## src/rtl/c4_pkg.sv

```systemverilog
// Shared types and constants for the Connect-4 keypad front end.
package c4_pkg;

   typedef enum logic [1:0] {
      ST_IDLE     = 2'd0,
      ST_DEBOUNCE = 2'd1,
      ST_ISSUE    = 2'd2,
      ST_RELEASE  = 2'd3
   } kmc_state_t;

   localparam logic [3:0] KEY_POP     = 4'h0;
   localparam logic [3:0] KEY_CANCEL  = 4'hE;
   localparam int         C4_NUM_COLS = 7;

endpackage

```

## src/rtl/stable_counter.sv

```systemverilog
// Saturating up-counter that flags when MAX_COUNT-1 consecutive increments
// have been seen; used for both press and release debounce.
module stable_counter #(
   parameter int unsigned MAX_COUNT = 4
) (
   input  logic clk,
   input  logic rst,
   input  logic clr_i,
   input  logic inc_i,
   output logic done_o
);

   localparam int W = $clog2(MAX_COUNT);

   logic [W-1:0] cnt_q;
   logic [W-1:0] cnt_d;

   assign done_o = (cnt_q == W'(MAX_COUNT - 1));

   always_comb begin
      cnt_d = cnt_q;
      if (clr_i) begin
         cnt_d = '0;
      end else if (inc_i && !done_o) begin
         cnt_d = cnt_q + W'(1);
      end
   end

   always_ff @(posedge clk or posedge rst) begin
      if (rst) begin
         cnt_q <= '0;
      end else begin
         cnt_q <= cnt_d;
      end
   end

endmodule

```

## src/rtl/keypad_move_ctrl.sv

```systemverilog
// Debounces keypad scan codes and issues one Connect-4 move (drop or pop)
// per physical press over a valid/ready handshake.
//
// state    | meaning
// IDLE     | no key held, waiting for a candidate press
// DEBOUNCE | candidate latched, counting stable cycles
// ISSUE    | move pending on the handshake, key activity ignored
// RELEASE  | waiting for the key to stay released long enough
module keypad_move_ctrl
   import c4_pkg::*;
#(
   parameter int unsigned DEBOUNCE_CYCLES = 1_000_000,
   parameter int          NUM_COLS        = C4_NUM_COLS,
   parameter int          COL_W           = 3
) (
   input  logic             clk,
   input  logic             rst,
   input  logic [3:0]       key_code,
   input  logic             key_valid,
   input  logic             en,
   output logic             move_valid,
   input  logic             move_ready,
   output logic [COL_W-1:0] move_col,
   output logic             move_pop,
   output logic             pop_armed,
   output logic             key_strobe,
   output logic [3:0]       key_last
);

   localparam logic [3:0] NUM_COLS_K = 4'(NUM_COLS);

   kmc_state_t       state_q, state_d;
   logic [3:0]       cand_q, cand_d;
   logic             move_valid_q, move_valid_d;
   logic [COL_W-1:0] move_col_q, move_col_d;
   logic             move_pop_q, move_pop_d;
   logic             pop_armed_q, pop_armed_d;
   logic             key_strobe_q, key_strobe_d;
   logic [3:0]       key_last_q, key_last_d;
   logic             cnt_clr, cnt_inc, cnt_done;

   stable_counter #(
      .MAX_COUNT(DEBOUNCE_CYCLES)
   ) u_stable_counter (
      .clk   (clk),
      .rst   (rst),
      .clr_i (cnt_clr),
      .inc_i (cnt_inc),
      .done_o(cnt_done)
   );

   always_comb begin
      state_d      = state_q;
      cand_d       = cand_q;
      move_valid_d = move_valid_q;
      move_col_d   = move_col_q;
      move_pop_d   = move_pop_q;
      pop_armed_d  = pop_armed_q;
      key_strobe_d = 1'b0;
      key_last_d   = key_last_q;
      cnt_clr      = 1'b0;
      cnt_inc      = 1'b0;

      case (state_q)
         ST_IDLE: begin
            cnt_clr = 1'b1;
            if (key_valid) begin
               cand_d  = key_code;
               state_d = ST_DEBOUNCE;
            end
         end

         ST_DEBOUNCE: begin
            if (!key_valid || (key_code != cand_q)) begin
               state_d = ST_IDLE;
            end else if (cnt_done) begin
               key_strobe_d = 1'b1;
               key_last_d   = cand_q;
               cnt_clr      = 1'b1;
               state_d      = ST_RELEASE;
               if (!en) begin
                  // accepted but consumed: strobe only
               end else if ((cand_q != 4'd0) && (cand_q <= NUM_COLS_K)) begin
                  move_valid_d = 1'b1;
                  move_col_d   = COL_W'(cand_q - 4'd1);
                  move_pop_d   = pop_armed_q;
                  state_d      = ST_ISSUE;
               end else if (cand_q == KEY_POP) begin
                  pop_armed_d = ~pop_armed_q;
               end else if (cand_q == KEY_CANCEL) begin
                  pop_armed_d = 1'b0;
               end
            end else begin
               cnt_inc = 1'b1;
            end
         end

         ST_ISSUE: begin
            cnt_clr = 1'b1;
            if (move_valid_q && move_ready) begin
               move_valid_d = 1'b0;
               pop_armed_d  = 1'b0;
               state_d      = ST_RELEASE;
            end
         end

         ST_RELEASE: begin
            if (key_valid) begin
               cnt_clr = 1'b1;
            end else if (cnt_done) begin
               state_d = ST_IDLE;
            end else begin
               cnt_inc = 1'b1;
            end
         end

         default: begin
            state_d = ST_IDLE;
         end
      endcase
   end

   always_ff @(posedge clk or posedge rst) begin
      if (rst) begin
         state_q      <= ST_IDLE;
         cand_q       <= '0;
         move_valid_q <= 1'b0;
         move_col_q   <= '0;
         move_pop_q   <= 1'b0;
         pop_armed_q  <= 1'b0;
         key_strobe_q <= 1'b0;
         key_last_q   <= '0;
      end else begin
         state_q      <= state_d;
         cand_q       <= cand_d;
         move_valid_q <= move_valid_d;
         move_col_q   <= move_col_d;
         move_pop_q   <= move_pop_d;
         pop_armed_q  <= pop_armed_d;
         key_strobe_q <= key_strobe_d;
         key_last_q   <= key_last_d;
      end
   end

   assign move_valid = move_valid_q;
   assign move_col   = move_col_q;
   assign move_pop   = move_pop_q;
   assign pop_armed  = pop_armed_q;
   assign key_strobe = key_strobe_q;
   assign key_last   = key_last_q;

endmodule
```

## config.mk

```make
export PLATFORM = sky130hd
export DESIGN_NAME = keypad_move_ctrl
export DESIGN_NICKNAME = d
export VERILOG_FILES = /design/src/rtl/c4_pkg.sv /design/src/rtl/stable_counter.sv /design/src/rtl/keypad_move_ctrl.sv
export SDC_FILE = /design/constraint.sdc
export NUM_CORES = 1
export LEC_CHECK = 0
export CAP_MARGIN = 20
export CORE_AREA = 8 8 71 97
export DETAILED_ROUTE_END_ITERATION = 10
export DIE_AREA = 0 0 79 105
export HOLD_SLACK_MARGIN = 0.15
export PLACE_DENSITY_LB_ADDON = 0.12
export SLEW_MARGIN = 20
export SYNTH_ARGS = -nofsm -noshare
export SYNTH_HDL_FRONTEND = slang
export SYNTH_SLANG_ARGS = --single-unit
```

## constraint.sdc

```tcl
create_clock -name clk -period 1.85 [get_ports clk]
set_input_delay 0.37 -clock clk [delete_from_list [all_inputs] [get_ports clk]]
set_output_delay 0.37 -clock clk [all_outputs]
set_load 0.01 [all_outputs]
```

==> run_results.csv <==
group,metric,value,unit
outcome,run_status,"finished with violations",
outcome,violations,"negative setup slack",
synth,synth_top_area_share,44.0,%
place,portBuffers,19,
pwr,vdd_drop_max,548,uV
die,coreArea,5450,sq um
job,maxCapViolCount,0,
worst_setup_path,cp_num_cells,7,
route,wl_met3,202,um
clocking,h-tree-depth,2,
worst_setup_path,critPathLaunch,"cand_q[0]$_DFFE_PP0P_",
finish,post-route-util,65.4,%
worst_setup_path,slowest_delay,0.51,ns
global_route,gr-total-overflow,0,
sta,rsz0062_at_grt,"yes",
route,met2_length,4.05,mm
global_route,grt_pass1_wl,11.1,mm
clocking,cts_tree,"yes",
place,globalplace.congestion,0.816,
finish,final_nets,337,
route,vias,2175,
synth,synth_area,2110,sq um
global_route,antenna_found_initial,0,
worst_setup_path,r2r_slack,-0.20,ns
synth,synth_nets,234,
sta,drv_slew,0,
route,drt-initial-drc-count,75,
synth,ys_ff_latch,37,
min_path,hold_path_class,"in2async",
die,dieWidth,79,um
die,dieArea,8300,sq um
sta,fin_ws,-0.203,ns
finish,stdcell_count,394,
finish,drive_gt1_share,52.5,%
route,ant_nets,0,
synth,yosysSeqAreaShare,44.0,%
route,post_drt_wl_per_cell,17.4,um
worst_setup_path,critPathCaptureType,"flip-flop",
clocking,root_buffer,"clkbuf_8",
worst_setup_path,cp_cell_sequence,"xor2_2, nor4_4, buf_4, a21oi_4, clkbuf_16, or4_4, a21oi_2",
pwr,p_leak,1.53,nW
worst_setup_path,required,2.08,ns
sta,slew_headroom,78.2,%
global_route,grt_pass1_vias,2378,
clocking,clk_pin_slew,0.07,ns
route,drc,0,
clocking,clock_sinks,37,
synth,synth_top_area_cell,"dfrtp_1",
synth,synth.distinct_cells,41,
worst_setup_path,crit_arrival,2.28,ns
clocking,cts.path.max_buffers,2,
global_route,grt_max_degree,38,
route,viasPerCell,5.52,
route,routed.top_layer,"met4",
worst_setup_path,worst-path-buf-inv,2,
sta,fin_skew,0.00545,ns
worst_setup_path,cp_slowest_cell,"or4_4",
synth,syn-instance-count,222,
global_route,track_usage,16.8,%
worst_setup_path,ff2ff_path_depth,7,
route,dr.pass1.iters,4,
sta,setup_violations,29,
sta,fin_crit_sh,111,%
worst_setup_path,cp-start-kind,"flip-flop",
finish,area_delta_synth_final,69.2,%
worst_setup_path,crit_family,"simple AND/OR/NAND/NOR gates",
die,ios,20,
route,wirelength,6.87,mm
worst_setup_path,worstSetupEndpoint,"u_stable_counter.cnt_q[18]$_DFFE_PP0P_",
die,initial_core_util,38.7,%
sta,hold_ws,0.433,ns
sta,fmax,487,MHz
place,hpwl,4.36,mm
clocking,clk_latency,0.29,ns
die,die_h,105,um
worst_setup_path,r2r_start,"cand_q[0]$_DFFE_PP0P_",
place,dp_slack,-0.561,ns
place,dp_cells,366,
worst_setup_path,crit_type,"reg2reg",
worst_setup_path,cp_max_fo,4,
pwr,pwr_density_cell,526,nW/um^2
sta,hold_viol_final,0,
die,num_rows,32,
synth,yosys_warnings,0,
sta,min_period,2.05,ns
sta,tightest_slew,0.327,ns
route,wl_met1,2.45,mm
synth,avgSynthCellArea,9.49,sq um
clocking,numCtsBuffers,5,
synth,synth.area.top_cells,"dfrtp_1 (44%), or4_1 (4.6%), o31ai_1 (4.3%)",
worst_setup_path,r2r-end,"u_stable_counter.cnt_q[18]$_DFFE_PP0P_",
finish,antenna_cells,0,
==> worst min-delay path by stage <==
stage                                             end  slack, ns
4_1_cts        u_stable_counter.cnt_q[15]$_DFFE_PP0P_       0.44
5_1_grt        u_stable_counter.cnt_q[15]$_DFFE_PP0P_       0.45
6_report       u_stable_counter.cnt_q[15]$_DFFE_PP0P_       0.43
3_5_place_dp                     move_pop$_DFFE_PP0P_       0.50
3_3_place_gp                  key_last[2]$_DFFE_PP0P_       0.49
2_1_floorplan                  move_valid$_DFFE_PP0P_       0.48
==> cells in the final DEF (no fill, tap or decap), types with 3 or more instances in the layout <==
cell,n
nor4_4,3
dfrtp_1,34
xor2_2,4
mux2i_1,4
dfrtp_2,3
a21oi_2,11
nand4_1,9
buf_6,12
or4_1,4
nor2_1,5
clkbuf_1,3
buf_4,71
mux2_2,6
o21ai_0,6
a31oi_1,4
nor3_2,3
nand3_1,6
nand3_2,3
mux2_4,4
clkdlybuf4s50_1,15
o31ai_2,4
a21oi_1,6
clkbuf_8,5
o31ai_1,7
nor3_1,3
or4_4,9
nand2_1,17
dlygate4sd2_1,4
inv_1,11
==> worst register-to-register path, stage by stage, from the launching register on <==
cell,delay (ns)
dfrtp_2,0.45
xor2_2,0.18
nor4_4,0.29
buf_4,0.17
a21oi_4,0.09
clkbuf_16,0.17
or4_4,0.51
a21oi_2,0.14
==> logic make-up after synthesis <==
family | count (synthesis) | share of synthesized area, %
DFF | 37 | 44.0
adders and majority gates | 3 | 1.78
and+or+nand+nor | 89 | 25.1
xor gates and xnor gates | 5 | 2.08
muxes | 14 | 7.78
AOI/OAI and AO/OA | 50 | 14.9
buffers and inverters | 24 | 4.40
==> area by class of cell <==
type,instances,area (sq um)
clock buffers,8,80.1
well taps,68,85.1
multi-input cells,161,1440
repair buffers,107,976
fillers,455,1880
inverters,13,53.8
flip-flops and latches,37,930
==> per-stage QoR <==
step / power (mW) / cell area (sq um) / TNS, ns
after floorplan: 0.994 / 2120 / -0.993
after global placement: 1.17 / 2880 / -13.68
after detailed placement: 1.18 / 2880 / -14.35
after CTS: 1.84 / 3330 / -2.77
after global routing: 1.96 / 3560 / -6.01
final: 1.87 / 3560 / -3.40
==> power by group <==
group	total [mW]	internal (mW)	switching, mW
clock network	0.556	0.268	0.288
logic	0.467	0.256	0.211
registers	0.851	0.827	0.0232
total	1.87	1.35	0.522
==> synthesized netlist by cell type <==
master and count:
a211oi_1 1, a21oi_1 17, a21oi_2 1, a221oi_1 1, a31o_2 1, a31oi_1 4, a41o_1 1, and2_1 2
and3_1 2, and4_1 2, buf_2 2, clkbuf_1 9, dfrtp_1 37, ha_1 3, inv_1 13, mux2_2 7
mux2_4 3, mux2i_1 4, nand2_1 19, nand3_1 10, nand4_1 9, nand4bb_1 1, nor2_1 7, nor2b_1 2
nor3_1 6, nor3b_1 2, nor4_1 3, nor4_4 1, nor4b_1 2, nor4bb_1 1, o2111ai_1 1, o211ai_1 2
o21ai_0 7, o21ai_1 2, o31ai_1 12, or2_2 2, or3_1 3, or3b_1 1, or3b_2 1, or4_1 13
xor2_1 5
==> what timing repair did <==
item	in CTS	in global routing
gates resized for setup	51	47
endpoints found under the setup margin	30	32
cloned	3	1
hold buffers	0	0
setup buffers	11	6
pin swaps	29	26
==> flip-flops by register name, indices dropped and copies added (netlist names), named ones only <==
signal and flops:
cand_q 4, key_last 4, key_strobe 1, move_col 3
move_pop 1, move_valid 1, pop_armed 1, state_q 1
u_stable_counter.cnt_q 20
==> layer usage <==
layer | up-vias | GRT usage, %
li1 | 1033 | -
met4 | 0 | 6.91
met5 | - | 0
met1 | 1088 | 16.7
met3 | 13 | 3.77
met2 | 41 | 31.8
No activity file was read; power rests on OpenSTA's default activity.
